### config.mk
export PLATFORM = sky130hd
export DESIGN_NAME = ascii_uart_rx_flat
export DESIGN_NICKNAME = d
export VERILOG_FILES = /design/src/rtl/ascii_rx_pkg.sv /design/src/rtl/ascii_uart_rx_if.sv /design/src/rtl/ascii_rx_baud_cnt.sv /design/src/rtl/ascii_uart_rx.sv /design/src/flat_wrapper.sv
export SDC_FILE = /design/constraint.sdc
export NUM_CORES = 1
export LEC_CHECK = 0
export ABC_AREA = 1
export CAP_MARGIN = 10
export CORE_MARGIN = 4
export CORE_UTILIZATION = 55
export DETAILED_ROUTE_END_ITERATION = 7
export HOLD_SLACK_MARGIN = 0.05
export PLACE_DENSITY = 0.76
export SKIP_CTS_REPAIR_TIMING = 1
export SLEW_MARGIN = 20
export SYNTH_ARGS = -nofsm -noshare
export SYNTH_HDL_FRONTEND = slang
export SYNTH_SLANG_ARGS = --single-unit
### constraint.sdc
create_clock -name clk -period 2.7 [get_ports clk]
set_input_delay 0.675 -clock clk [delete_from_list [all_inputs] [get_ports clk]]
set_output_delay 0.675 -clock clk [all_outputs]
set_load 0.01 [all_outputs]
### src/rtl/ascii_rx_pkg.sv
// Shared types and constants for the ASCII serial receiver.
// ASCII_RX_PARITY_EN adds the PARITY state (8E1 frames).
package ascii_rx_pkg;

  localparam int   DATA_BITS  = 8;
  localparam logic IDLE_LEVEL = 1'b1;

`ifdef ASCII_RX_PARITY_EN
  typedef enum logic [2:0] {
    ST_IDLE,
    ST_START,
    ST_DATA,
    ST_PARITY,
    ST_STOP
  } rx_state_e;

  function automatic logic evenParity(input logic [DATA_BITS-1:0] b);
    return ^b;
  endfunction
`else
  typedef enum logic [2:0] {
    ST_IDLE,
    ST_START,
    ST_DATA,
    ST_STOP
  } rx_state_e;
`endif

endpackage

### src/rtl/ascii_uart_rx_if.sv
// Parallel byte handshake and status flags between the receiver and its consumer.
// ASCII_RX_PARITY_EN adds the parity_err flag.
interface ascii_uart_rx_if;

  logic [7:0] data;
  logic       data_valid;
  logic       data_ready;
  logic       busy;
  logic       frame_err;
  logic       overrun;
`ifdef ASCII_RX_PARITY_EN
  logic       parity_err;

  modport master (output data, data_valid, busy, frame_err, overrun, parity_err,
                  input  data_ready);
  modport slave  (input  data, data_valid, busy, frame_err, overrun, parity_err,
                  output data_ready);
`else
  modport master (output data, data_valid, busy, frame_err, overrun,
                  input  data_ready);
  modport slave  (input  data, data_valid, busy, frame_err, overrun,
                  output data_ready);
`endif

endinterface

### src/rtl/ascii_rx_baud_cnt.sv
// Bit-timing down-counter: loaded with a half or full bit period, ticks for one
// cycle on the count that brings it to zero.
module ascii_rx_baud_cnt #(
  parameter int CLKS_PER_BIT = 16
) (
  input  logic clk,
  input  logic rst_n,
  input  logic i_loadHalf,
  input  logic i_loadFull,
  output logic o_tick
);

  localparam int            CW   = $clog2(CLKS_PER_BIT + 1);
  localparam logic [CW-1:0] HALF = CW'(CLKS_PER_BIT / 2);
  localparam logic [CW-1:0] FULL = CW'(CLKS_PER_BIT);

  logic [CW-1:0] r_count;

  // The tick is taken at count 1 so a load made in cycle E ticks at E + load value.
  always_ff @(posedge clk or negedge rst_n) begin
    if (!rst_n) begin
      r_count <= '0;
    end else if (i_loadFull) begin
      r_count <= FULL;
    end else if (i_loadHalf) begin
      r_count <= HALF;
    end else if (r_count != '0) begin
      r_count <= r_count - CW'(1);
    end
  end

  assign o_tick = (r_count == CW'(1));

endmodule

### src/rtl/ascii_uart_rx.sv
// Oversampling serial receiver feeding the ASCII case converter over a valid/ready bus.
// ASCII_RX_PARITY_EN selects 8E1 frames with a parity check; otherwise 8N1.
module ascii_uart_rx
  import ascii_rx_pkg::*;
#(
  parameter int CLKS_PER_BIT = 16
) (
  input  logic             clk,
  input  logic             rst_n,
  input  logic             rxd,
  ascii_uart_rx_if.master  bus
);

  localparam int CNT_W = $clog2(DATA_BITS);

  rx_state_e              r_state;
  rx_state_e              w_nextState;
  logic                   r_sync1;
  logic                   r_rxs;
  logic                   r_rxsPrev;
  logic [CNT_W-1:0]       r_bitCnt;
  logic [DATA_BITS-1:0]   r_shift;
  logic [DATA_BITS-1:0]   r_data;
  logic                   r_dataValid;
  logic                   r_busy;
  logic                   r_frameErr;
  logic                   r_overrun;
  logic                   w_fall;
  logic                   w_tick;
  logic                   w_loadHalf;
  logic                   w_loadFull;
  logic                   w_stopTick;
  logic                   w_stopGood;
  logic                   w_xfer;
  logic                   w_load;
  logic                   w_drop;

  ascii_rx_baud_cnt #(.CLKS_PER_BIT(CLKS_PER_BIT)) u_baudCnt (
    .clk        (clk),
    .rst_n      (rst_n),
    .i_loadHalf (w_loadHalf),
    .i_loadFull (w_loadFull),
    .o_tick     (w_tick)
  );

  always_ff @(posedge clk or negedge rst_n) begin
    if (!rst_n) begin
      r_sync1   <= IDLE_LEVEL;
      r_rxs     <= IDLE_LEVEL;
      r_rxsPrev <= IDLE_LEVEL;
    end else begin
      r_sync1   <= rxd;
      r_rxs     <= r_sync1;
      r_rxsPrev <= r_rxs;
    end
  end

  // Requiring the previous sample high keeps a line stuck low from re-triggering.
  assign w_fall = r_rxsPrev & ~r_rxs;

  always_ff @(posedge clk or negedge rst_n) begin
    if (!rst_n) r_state <= ST_IDLE;
    else        r_state <= w_nextState;
  end

  always_comb begin
    w_nextState = r_state;
    w_loadHalf  = 1'b0;
    w_loadFull  = 1'b0;
    case (r_state)
      ST_IDLE: begin
        if (w_fall) begin
          w_nextState = ST_START;
          w_loadHalf  = 1'b1;
        end
      end
      ST_START: begin
        if (w_tick) begin
          if (r_rxs) begin
            w_nextState = ST_IDLE;
          end else begin
            w_nextState = ST_DATA;
            w_loadFull  = 1'b1;
          end
        end
      end
      ST_DATA: begin
        if (w_tick) begin
          w_loadFull = 1'b1;
          if (r_bitCnt == CNT_W'(DATA_BITS - 1)) begin
`ifdef ASCII_RX_PARITY_EN
            w_nextState = ST_PARITY;
`else
            w_nextState = ST_STOP;
`endif
          end
        end
      end
`ifdef ASCII_RX_PARITY_EN
      ST_PARITY: begin
        if (w_tick) begin
          w_nextState = ST_STOP;
          w_loadFull  = 1'b1;
        end
      end
`endif
      ST_STOP: begin
        if (w_tick) w_nextState = ST_IDLE;
      end
      default: w_nextState = ST_IDLE;
    endcase
  end

  assign w_stopTick = (r_state == ST_STOP) && w_tick;
  assign w_xfer     = r_dataValid & bus.data_ready;

`ifdef ASCII_RX_PARITY_EN
  logic r_parMis;
  logic r_parityErr;

  always_ff @(posedge clk or negedge rst_n) begin
    if (!rst_n) begin
      r_parMis    <= 1'b0;
      r_parityErr <= 1'b0;
    end else begin
      r_parityErr <= w_stopTick & r_rxs & r_parMis;
      if (r_state == ST_IDLE && w_fall)
        r_parMis <= 1'b0;
      else if (r_state == ST_PARITY && w_tick)
        r_parMis <= r_rxs ^ evenParity(r_shift);
    end
  end

  assign w_stopGood     = w_stopTick & r_rxs & ~r_parMis;
  assign bus.parity_err = r_parityErr;
`else
  assign w_stopGood = w_stopTick & r_rxs;
`endif

  // An accept in the stop-sample cycle frees the holding register for the new byte.
  assign w_load = w_stopGood & (~r_dataValid | bus.data_ready);
  assign w_drop = w_stopGood & r_dataValid & ~bus.data_ready;

  always_ff @(posedge clk or negedge rst_n) begin
    if (!rst_n) begin
      r_bitCnt    <= '0;
      r_shift     <= '0;
      r_data      <= '0;
      r_dataValid <= 1'b0;
      r_busy      <= 1'b0;
      r_frameErr  <= 1'b0;
      r_overrun   <= 1'b0;
    end else begin
      r_busy     <= (w_nextState != ST_IDLE);
      r_frameErr <= w_stopTick & ~r_rxs;
      r_overrun  <= w_drop;
      if (r_state == ST_IDLE && w_fall) begin
        r_bitCnt <= '0;
      end else if (r_state == ST_DATA && w_tick) begin
        r_bitCnt <= r_bitCnt + CNT_W'(1);
        r_shift  <= {r_rxs, r_shift[DATA_BITS-1:1]};
      end
      if (w_load) begin
        r_data      <= r_shift;
        r_dataValid <= 1'b1;
      end else if (w_xfer) begin
        r_dataValid <= 1'b0;
      end
    end
  end

  assign bus.data       = r_data;
  assign bus.data_valid = r_dataValid;
  assign bus.busy       = r_busy;
  assign bus.frame_err  = r_frameErr;
  assign bus.overrun    = r_overrun;

endmodule
### src/flat_wrapper.sv
// flat-port wrapper written by rule: the top's interface ports become plain ports
module ascii_uart_rx_flat import ascii_rx_pkg::*;
#(
  parameter int CLKS_PER_BIT = 16
)
  (clk, rst_n, rxd, bus_data, bus_data_valid, bus_busy, bus_frame_err, bus_overrun, bus_data_ready);
  ascii_uart_rx_if bus_i ();
  input  logic clk;
  input  logic rst_n;
  input  logic rxd;
  output wire logic [$bits(bus_i.data)-1:0] bus_data;
  output wire logic [$bits(bus_i.data_valid)-1:0] bus_data_valid;
  output wire logic [$bits(bus_i.busy)-1:0] bus_busy;
  output wire logic [$bits(bus_i.frame_err)-1:0] bus_frame_err;
  output wire logic [$bits(bus_i.overrun)-1:0] bus_overrun;
  input wire logic [$bits(bus_i.data_ready)-1:0] bus_data_ready;
  assign bus_data = bus_i.data;
  assign bus_data_valid = bus_i.data_valid;
  assign bus_busy = bus_i.busy;
  assign bus_frame_err = bus_i.frame_err;
  assign bus_overrun = bus_i.overrun;
  assign bus_i.data_ready = bus_data_ready;
  ascii_uart_rx #(.CLKS_PER_BIT(CLKS_PER_BIT)) u_core (.clk(clk), .rst_n(rst_n), .rxd(rxd), .bus(bus_i));
endmodule
==> flow_metrics.env, run 1 <==
export IMPL_numClockSinks=34
export IMPL_fillerInstances=196
export IMPL_layout_nets=194
export IMPL_r2r_slack_ns=1.12
export IMPL_required_ns=2.03
export IMPL_gr_usage_met3=0.0511
export IMPL_dp_hpwl_um=1990
export IMPL_setup_violations=0
export IMPL_critPathLaunch="u_core.bus.data[2]"
export IMPL_r2r_cells=9
export IMPL_clock_latency_ns=0.33
export IMPL_drcViolationCount=0
export IMPL_drive_gt1_frac=0.124
export IMPL_drv_cap=0
export IMPL_p_per_area_nw_per_um2=662
export IMPL_leakage_nw=0.961
export IMPL_ff_latch_area_um2=855
export IMPL_min_period_ns=1.92
export IMPL_synth_cells=164
export IMPL_syn_nets=173
export IMPL_crit_end="bus_data[2]"
export IMPL_track_usage=0.177
export IMPL_path_cells="clkdlybuf4s50_1"
export IMPL_slew_viol_final=0
export IMPL_critPathArrivalTime_ns=1.24
export IMPL_fin_skew_ns=0.00656
export IMPL_initialDrtViolationCount=30
export IMPL_status="complete, no violations"
export IMPL_fp_dieH_um=60.6
export IMPL_antenna_found_initial=0
export IMPL_fmax_mhz=522
export IMPL_initial_core_util=0.597
export IMPL_cts_tree="built"
export IMPL_yosysUniqueCellTypes=21
export IMPL_routabilityCongestion=0.764
export IMPL_grt_overflow=0
export IMPL_die_width_um=60.6
export IMPL_h_tree_depth=2
export IMPL_worstReg2RegStart="u_core.u_baudCnt.r_count[1]"
export IMPL_synth_area_um2=1520
export IMPL_ant_nets=0
export IMPL_worst_setup_path_type="reg2out"
export IMPL_crit_slowest_cell="clkdlybuf4s50_1"
export IMPL_dieArea_um2=3670
export IMPL_ios=16
export IMPL_cts_made_buffers=5
export IMPL_critical_path_top_delay_family="buffers and inverters"
export IMPL_grt_max_degree=35
export IMPL_cts_path_max_buffers=2
export IMPL_crit_path_start_kind="register"
export IMPL_numPortBuffers=15
export IMPL_setup_tns_ns=0
export IMPL_row_count=18
export IMPL_vias_per_cell=5.15
export IMPL_ys_seq_area_frac=0.563
export IMPL_busiest_layer="met2"
export IMPL_cp_max_fo=2
export IMPL_syn_avg_cell_area_um2=9.26
export IMPL_clk_pin_slew_ns=0.09
export IMPL_rsz0062_at_grt="no"
export IMPL_coreArea_um2=2540
export IMPL_cts_root_buffer_cell="clkbuf_4"
export IMPL_cp_num_buf_inv=1
export IMPL_crit_cells=1
export IMPL_multiInputGateArea_um2=581
export IMPL_grt_pass1_vias=1045
export IMPL_grt_pass1_wl_um=4580
export IMPL_final_hold_viol_count=0
export IMPL_ys_warn_count=0
export IMPL_fin_crit_sh=0.710
export IMPL_ys_ff_latch=34
export IMPL_grtUsageMet1=0.216
export IMPL_r2r_end="u_core.bus.data[3]"
export IMPL_area_growth_pct=14.8
export IMPL_use_met2=0.276
export IMPL_routed_wl_um=2690
export IMPL_wl_per_cell_um=12.5
export IMPL_hp_class="reg2reg"
export IMPL_cp_end_kind="primary output"
export IMPL_cpPeakStageDelay_ns=0.54
export IMPL_peakVddDrop_uv=531
export IMPL_via_count=1108
export IMPL_total_power_mw=1.15
export IMPL_drt_pass1_iterations=4
export IMPL_antenna_cells=0
## power breakdown
group / leakage, nW / internal, mW / switching [mW]
Clock: 0.0254 / 0.0980 / 0.153
Sequential: 0.451 / 0.558 / 0.0399
Combinational: 0.484 / 0.112 / 0.194
## metal layers
layer  part of all wire  wire (um)
met2               0.46       1250
met1               0.46       1250
met5                  0          0
met4              0.031         82
met3              0.041        110
## cell usage after synthesis
master	n	area share
nand2_1	49	0.12
dfrtp_1	31	0.51
nand3_1	16	0.053
inv_1	13	0.032
nor2_1	12	0.030
ha_1	5	0.041
nand2_4	5	0.037
o21ai_0	5	0.016
o21ai_1	5	0.016
a21oi_1	4	0.013
inv_2	4	0.0099
dfstp_2	3	0.052
nand4_1	2	0.0082
nor2_8	2	0.026
nor3_1	2	0.0066
buf_1	1	0.0025
buf_6	1	0.0074
clkinv_2	1	0.0033
conb_1	1	0.0025
nand3_2	1	0.0066
nor2_2	1	0.0041
## flip-flops by register name, indices dropped and copies added, names as in the netlist, 3 cells and up
signal / cells
u_core.u_baudCnt.r_count: 5
u_core.r_bitCnt: 3
u_core.r_state: 3
u_core.bus.data: 8
u_core.r_shift: 8
## cell type report
| cell class | instances | share of cell area |
|---|---|---|
| Timing Repair Buffer | 16 | 0.0904 |
| Multi-Input combinational cell | 110 | 0.333 |
| Sequential cell | 34 | 0.490 |
| Clock buffer | 7 | 0.0258 |
| Tap cell | 30 | 0.0215 |
| Inverter | 18 | 0.0395 |
## through the flow
| stage | instances | util | setup WS (ns) | area, um2 | hold WS (ns) |
|---|---|---|---|---|---|
| floorplan | 164 | - | 1.33 | 1520 | 0.345 |
| global placement | 208 | 0.668 | 0.888 | 1700 | 0.351 |
| detailed placement | 208 | 0.668 | 0.820 | 1700 | 0.348 |
| CTS | 215 | 0.685 | 0.756 | 1740 | 0.363 |
| global route | 215 | 0.685 | 0.730 | 1740 | 0.365 |
| finish | 215 | 0.685 | 0.783 | 1740 | 0.362 |
## how the worst min path moves through the flow
| stage | startpoint | to | slack (ns) | depth (start not counted) |
|---|---|---|---|---|
| 2_1_floorplan | u_core.r_sync1 | u_core.r_rxs | 0.35 | 0 |
| 5_1_grt | u_core.r_sync1 | u_core.r_rxs | 0.36 | 0 |
| 3_5_place_dp | u_core.r_sync1 | u_core.r_rxs | 0.35 | 0 |
| 4_1_cts | u_core.r_sync1 | u_core.r_rxs | 0.36 | 0 |
| 3_3_place_gp | u_core.r_sync1 | u_core.r_rxs | 0.35 | 0 |
| 6_report | u_core.r_sync1 | u_core.r_rxs | 0.36 | 0 |
## cells by family after synthesis
family                   count (synthesis)  synth area share
AO/OA/AOI/OAI                           14            0.0461
adder cells (fa/ha/maj)                  5            0.0412
buffers and inverters                   20            0.0552
flip-flops                              34             0.563
other                                    1           0.00247
AND/OR/NAND/NOR                         90             0.292
## layout by cell type, fill, tap and decap left out
cell type / instances
clkdlybuf4s50_1: 15
ha_1: 5
clkbuf_1: 2
clkinv_2: 1
clkbuf_4: 5
nand3_2: 1
nand2_4: 5
inv_1: 13
nor2_8: 2
nand4_1: 2
buf_4: 1
nand3_1: 16
o21ai_1: 5
dfstp_2: 3
conb_1: 1
inv_2: 4
dfrtp_1: 31
o21ai_0: 5
nor2_2: 1
nor2_1: 12
nand2_1: 49
a21oi_1: 4
nor3_1: 2
(Power assumes the default switching activity.)
==> run 2, diff against run 1 <==
Settings changed: CORE_UTILIZATION 55 to 49, PLACE_DENSITY 0.76 to 0.71.
Clock period 2.7 ns to 1.7 ns, I/O delays scaled along.
==> run 2 against run 1 <==
  * Clock power up 130%
  * Clock skew down 0.0034 ns
  * Utilization down 5.0 points
==> flow_metrics.env, run 2 (synthesized netlist as in run 1, its figures left out) <==
export IMPL_dp_hpwl_um=1900
export IMPL_required_ns=1.27
export IMPL_via_count=1096
export IMPL_hold_depth=0
export IMPL_antenna_cells=0
export IMPL_drive_gt1_frac=0.134
export IMPL_instances_no_fill=218
export IMPL_cts_path_max_buffers=2
export IMPL_drt_pass1_iterations=4
export IMPL_track_usage=0.153
export IMPL_cts_root_buffer_cell="clkbuf_4"
export IMPL_worst_setup_path_type="reg2out"
export IMPL_setup_violations=0
export IMPL_clock_latency_ns=0.33
export IMPL_cts_tree="built"
export IMPL_critPathArrivalTime_ns=1.23
export IMPL_clk_pin_slew_ns=0.10
export IMPL_path_cells="clkdlybuf4s50_1"
export IMPL_grt_max_degree=35
export IMPL_layout_commonest_cell="nand2_1"
export IMPL_cp_end_kind="primary output"
export IMPL_crit_cells=1
export IMPL_grt_pass1_vias=1138
export IMPL_routed_wl_um=2530
export IMPL_initialDrtViolationCount=42
export IMPL_min_period_ns=1.66
export IMPL_numPortBuffers=15
export IMPL_most_common_layout_cells="nand2_1 (49), dfrtp_1 (31), nand3_1 (16), inv_1 (13), nor2_1 (12)"
export IMPL_coreArea_um2=2850
export IMPL_wl_per_cell_um=11.6
export IMPL_p_per_area_nw_per_um2=1100
export IMPL_drv_cap=0
export IMPL_row_count=19
export IMPL_ios=16
export IMPL_drcViolationCount=0
export IMPL_die_width_um=63.7
export IMPL_grt_overflow=0
export IMPL_ant_nets=0
export IMPL_slew_viol_final=0
export IMPL_numClockSinks=34
export IMPL_r2r_cells=8
export IMPL_cp_max_fo=2
export IMPL_grt_pass1_wl_um=4800
export IMPL_hp_class="reg2reg"
export IMPL_routabilityCongestion=0.779
export IMPL_layout_nets=195
export IMPL_antenna_found_initial=0
export IMPL_dp_cells=210
export IMPL_area_growth_pct=19.4
export IMPL_vias_per_cell=5.03
export IMPL_status="complete, no violations"
export IMPL_crit_slowest_cell="clkdlybuf4s50_1"
export IMPL_fin_crit_sh=0.975
export IMPL_cpPeakStageDelay_ns=0.54
export IMPL_peakVddDrop_uv=807
export IMPL_h_tree_depth=2
export IMPL_fp_dieH_um=63.7
export IMPL_dieArea_um2=4050
export IMPL_final_hold_viol_count=0
export IMPL_crit_path_start_kind="register"
export IMPL_fillerInstances=240
export IMPL_postLayoutCoreUtil=0.636
export IMPL_fin_skew_ns=0.00320
export IMPL_initial_core_util=0.532
export IMPL_critical_path_top_delay_family="buffers and inverters"
export IMPL_leakage_nw=1.11
export IMPL_cp_num_buf_inv=1
export IMPL_fmax_mhz=603
export IMPL_cts_made_buffers=5
## run 2: cell types whose count changed in the layout (fill, tap and decap cells not counted)
cell,change
clkdlybuf4s50_1,-7
bufinv_16,+1
buf_12,+1
dlymetal6s2s_1,+7
## run 2: report_power, final
group | switching [mW] | internal [mW] | leakage [nW]
logic | 0.301 | 0.181 | 0.624
registers | 0.0594 | 0.886 | 0.451
clock network | 0.261 | 0.312 | 0.0395
## run 2: metrics by stage
| step | hold WS, ns | worst slack [ns] | instance area (um2) | power (mW) | setup TNS [ns] |
|---|---|---|---|---|---|
| floorplan | 0.129 | 0.328 | 1520 | 1.34 | 0 |
| global placement | 0.347 | 0.200 | 1720 | 1.43 | 0 |
| detailed placement | 0.347 | 0.169 | 1720 | 1.45 | 0 |
| CTS | 0.361 | 0.0243 | 1800 | 2.02 | 0 |
| global route | 0.368 | -0.00519 | 1810 | 2.16 | -0.00519 |
| finish | 0.360 | 0.0430 | 1810 | 2.00 | 0 |
## run 2: worst paths after layout
| kind | start | to | slack [ns] |
|---|---|---|---|
| max | u_core.bus.data[4] | bus_data[4] | 0.04 |
| min | u_core.r_sync1 | u_core.r_rxs | 0.36 |
| max reg2reg | u_core.u_baudCnt.r_count[1] | u_core.bus.busy | 0.18 |
| min reg2reg | u_core.r_sync1 | u_core.r_rxs | 0.36 |
| max in group asynchronous | rst_n | u_core.r_rxsPrev | 1.02 |
| min in group asynchronous | rst_n | u_core.bus.data[1] | 0.45 |
## run 2: area by class of cell
| class | count | area [um2] | share of cell area |
|---|---|---|---|
| Tap cell | 31 | 38.8 | 0.0214 |
| Sequential cell | 34 | 855 | 0.471 |
| Clock buffer | 7 | 45.0 | 0.0248 |
| Clock inverter | 1 | 30.0 | 0.0166 |
| Multi-Input combinational cell | 110 | 581 | 0.320 |
| Inverter | 18 | 68.8 | 0.0380 |
| Timing Repair Buffer | 17 | 195 | 0.108 |
## run 2: per-layer routing
metal / global-route usage / share of wire
met1: 0.180 / 0.47
met4: 0.0566 / 0.017
met3: 0.0604 / 0.038
met5: 0 / 0
met2: 0.252 / 0.48
==> run 3, diff against run 2 <==
Settings changed: MAX_ROUTING_LAYER set to met4, SLEW_MARGIN 20 to not set.
==> run 3 against run 2 <==
  * Global-route usage grew 0.31 points
  * Total power grew 0.12%
  * Design area shrank 0.28%
  * Clock skew is essentially flat
  * Sequential power is essentially flat
  * Largest cell class unchanged
  * Flip-flop and latch count is the same
  * Register-to-register slack is essentially flat
  * Cell count is the same
==> flow_metrics.env, run 3 (synthesized netlist as in run 1, its figures left out) <==
export IMPL_coreArea_um2=2850
export IMPL_most_common_layout_cells="nand2_1 (49), dfrtp_1 (31), nand3_1 (16), inv_1 (13), nor2_1 (12)"
export IMPL_initial_core_util=0.532
export IMPL_slew_viol_final=0
export IMPL_swShare=0.312
export IMPL_cts_made_buffers=5
export IMPL_critical_path_top_delay_family="buffers and inverters"
export IMPL_drcViolationCount=0
export IMPL_cts_root_buffer_cell="clkbuf_4"
export IMPL_leakage_nw=1.08
export IMPL_numPortBuffers=15
export IMPL_switchingPower_mw=0.624
export IMPL_via_count=1103
export IMPL_setup_violations=0
export IMPL_fmax_mhz=603
export IMPL_clk_pin_slew_ns=0.10
export IMPL_drv_cap=0
export IMPL_min_period_ns=1.66
export IMPL_clock_latency_ns=0.33
export IMPL_grt_overflow=0
export IMPL_p_clk_frac=0.287
export IMPL_ios=16
export IMPL_die_width_um=63.7
export IMPL_placed_area_um2=1720
export IMPL_cp_end_kind="primary output"
export IMPL_wl_per_cell_um=11.6
export IMPL_path_cells="clkdlybuf4s50_1"
export IMPL_layout_commonest_cell="nand2_1"
export IMPL_dp_hpwl_um=1900
export IMPL_required_ns=1.27
export IMPL_crit_slowest_cell="clkdlybuf4s50_1"
export IMPL_cp_num_buf_inv=1
export IMPL_fin_skew_ns=0.00296
export IMPL_area_growth_pct=19.0
export IMPL_hp_class="reg2reg"
export IMPL_worst_setup_path_type="reg2out"
export IMPL_grt_pass1_vias=1141
export IMPL_crit_path_start_kind="register"
export IMPL_instances_no_fill=218
export IMPL_antenna_cells=0
export IMPL_routabilityCongestion=0.789
export IMPL_h_tree_depth=2
export IMPL_p_seq_frac=0.472
export IMPL_dp_cells=210
export IMPL_pwr_share_comb=0.241
export IMPL_fin_crit_sh=0.976
export IMPL_track_usage=0.156
export IMPL_antenna_found_initial=0
export IMPL_final_hold_viol_count=0
export IMPL_fin_ws_ns=0.0413
export IMPL_fp_dieH_um=63.7
export IMPL_status="complete, no violations"
export IMPL_routed_wl_um=2530
export IMPL_cts_path_max_buffers=2
export IMPL_cts_tree="built"
export IMPL_peakVddDrop_uv=811
export IMPL_pre_cts_ws_ns=0.169
export IMPL_cpPeakStageDelay_ns=0.54
export IMPL_fin_area_um2=1810
export IMPL_drive_gt1_frac=0.134
export IMPL_p_per_area_nw_per_um2=1110
export IMPL_grt_max_degree=35
export IMPL_internal_power_mw=1.38
export IMPL_grt_pass1_wl_um=4800
export IMPL_initialDrtViolationCount=39
export IMPL_numClockSinks=34
export IMPL_dieArea_um2=4050
export IMPL_ant_nets=0
export IMPL_setup_tns_ns=0
export IMPL_critPathArrivalTime_ns=1.23
export IMPL_cp_max_fo=2
export IMPL_row_count=19
export IMPL_vias_per_cell=5.06
export IMPL_layout_nets=195
export IMPL_drt_pass1_iterations=4
==> run 3: changes by cell type in the layout (fill, tap and decap cells not counted), sizes merged <==
cell,before,now
clkdlybuf4s50,8,10
dlymetal6s2s,7,5
==> run 3: worst paths after layout <==
path	start	to	slack [ns]	cells after the start
hold / removal	u_core.r_sync1	u_core.r_rxs	0.36	0
setup / recovery	u_core.bus.data[4]	bus_data[4]	0.04	1
hold reg to reg	u_core.r_sync1	u_core.r_rxs	0.36	0
setup reg to reg	u_core.u_baudCnt.r_count[1]	u_core.bus.busy	0.17	8
max in group asynchronous	rst_n	u_core.r_rxsPrev	1.02	2
min in group asynchronous	rst_n	u_core.bus.data[1]	0.45	2
==> run 3: final cells by class <==
cell class,count,area (um2)
inverters,18,68.8
fillers,242,1040
clock buffers,7,45.0
well taps,31,38.8
flip-flops and latches,34,855
clock inverters,1,30.0
repair buffers,17,190
multi-input cells,110,581
==> run 3: per-stage QoR <==
step / power (mW) / hold WS [ns] / util
after floorplan: 1.34 / 0.129 / -
after global placement: 1.43 / 0.347 / 0.603
after detailed placement: 1.45 / 0.347 / 0.603
after CTS: 2.02 / 0.361 / 0.629
after global routing: 2.15 / 0.368 / 0.634
final: 2.00 / 0.360 / 0.634
==> run 3: metal layers <==
layer / share of wire / GRT usage / wire (um)
met5: 0 / - / 0
met4: 0.021 / 0.0809 / 54
met3: 0.040 / 0.0391 / 101
met2: 0.47 / 0.252 / 1180
met1: 0.47 / 0.180 / 1190
==> run 3: power by group through the flow <==
| stage | logic, mW | registers [mW] | clock network, mW |
|---|---|---|---|
| 2_1_floorplan | 0.389 | 0.952 | 0 |
| 3_3_place_gp | 0.468 | 0.958 | 0 |
| 3_5_place_dp | 0.488 | 0.961 | 0 |
| 4_1_cts | 0.489 | 0.945 | 0.582 |
| 5_1_grt | 0.561 | 0.958 | 0.633 |
| 6_report | 0.482 | 0.946 | 0.575 |
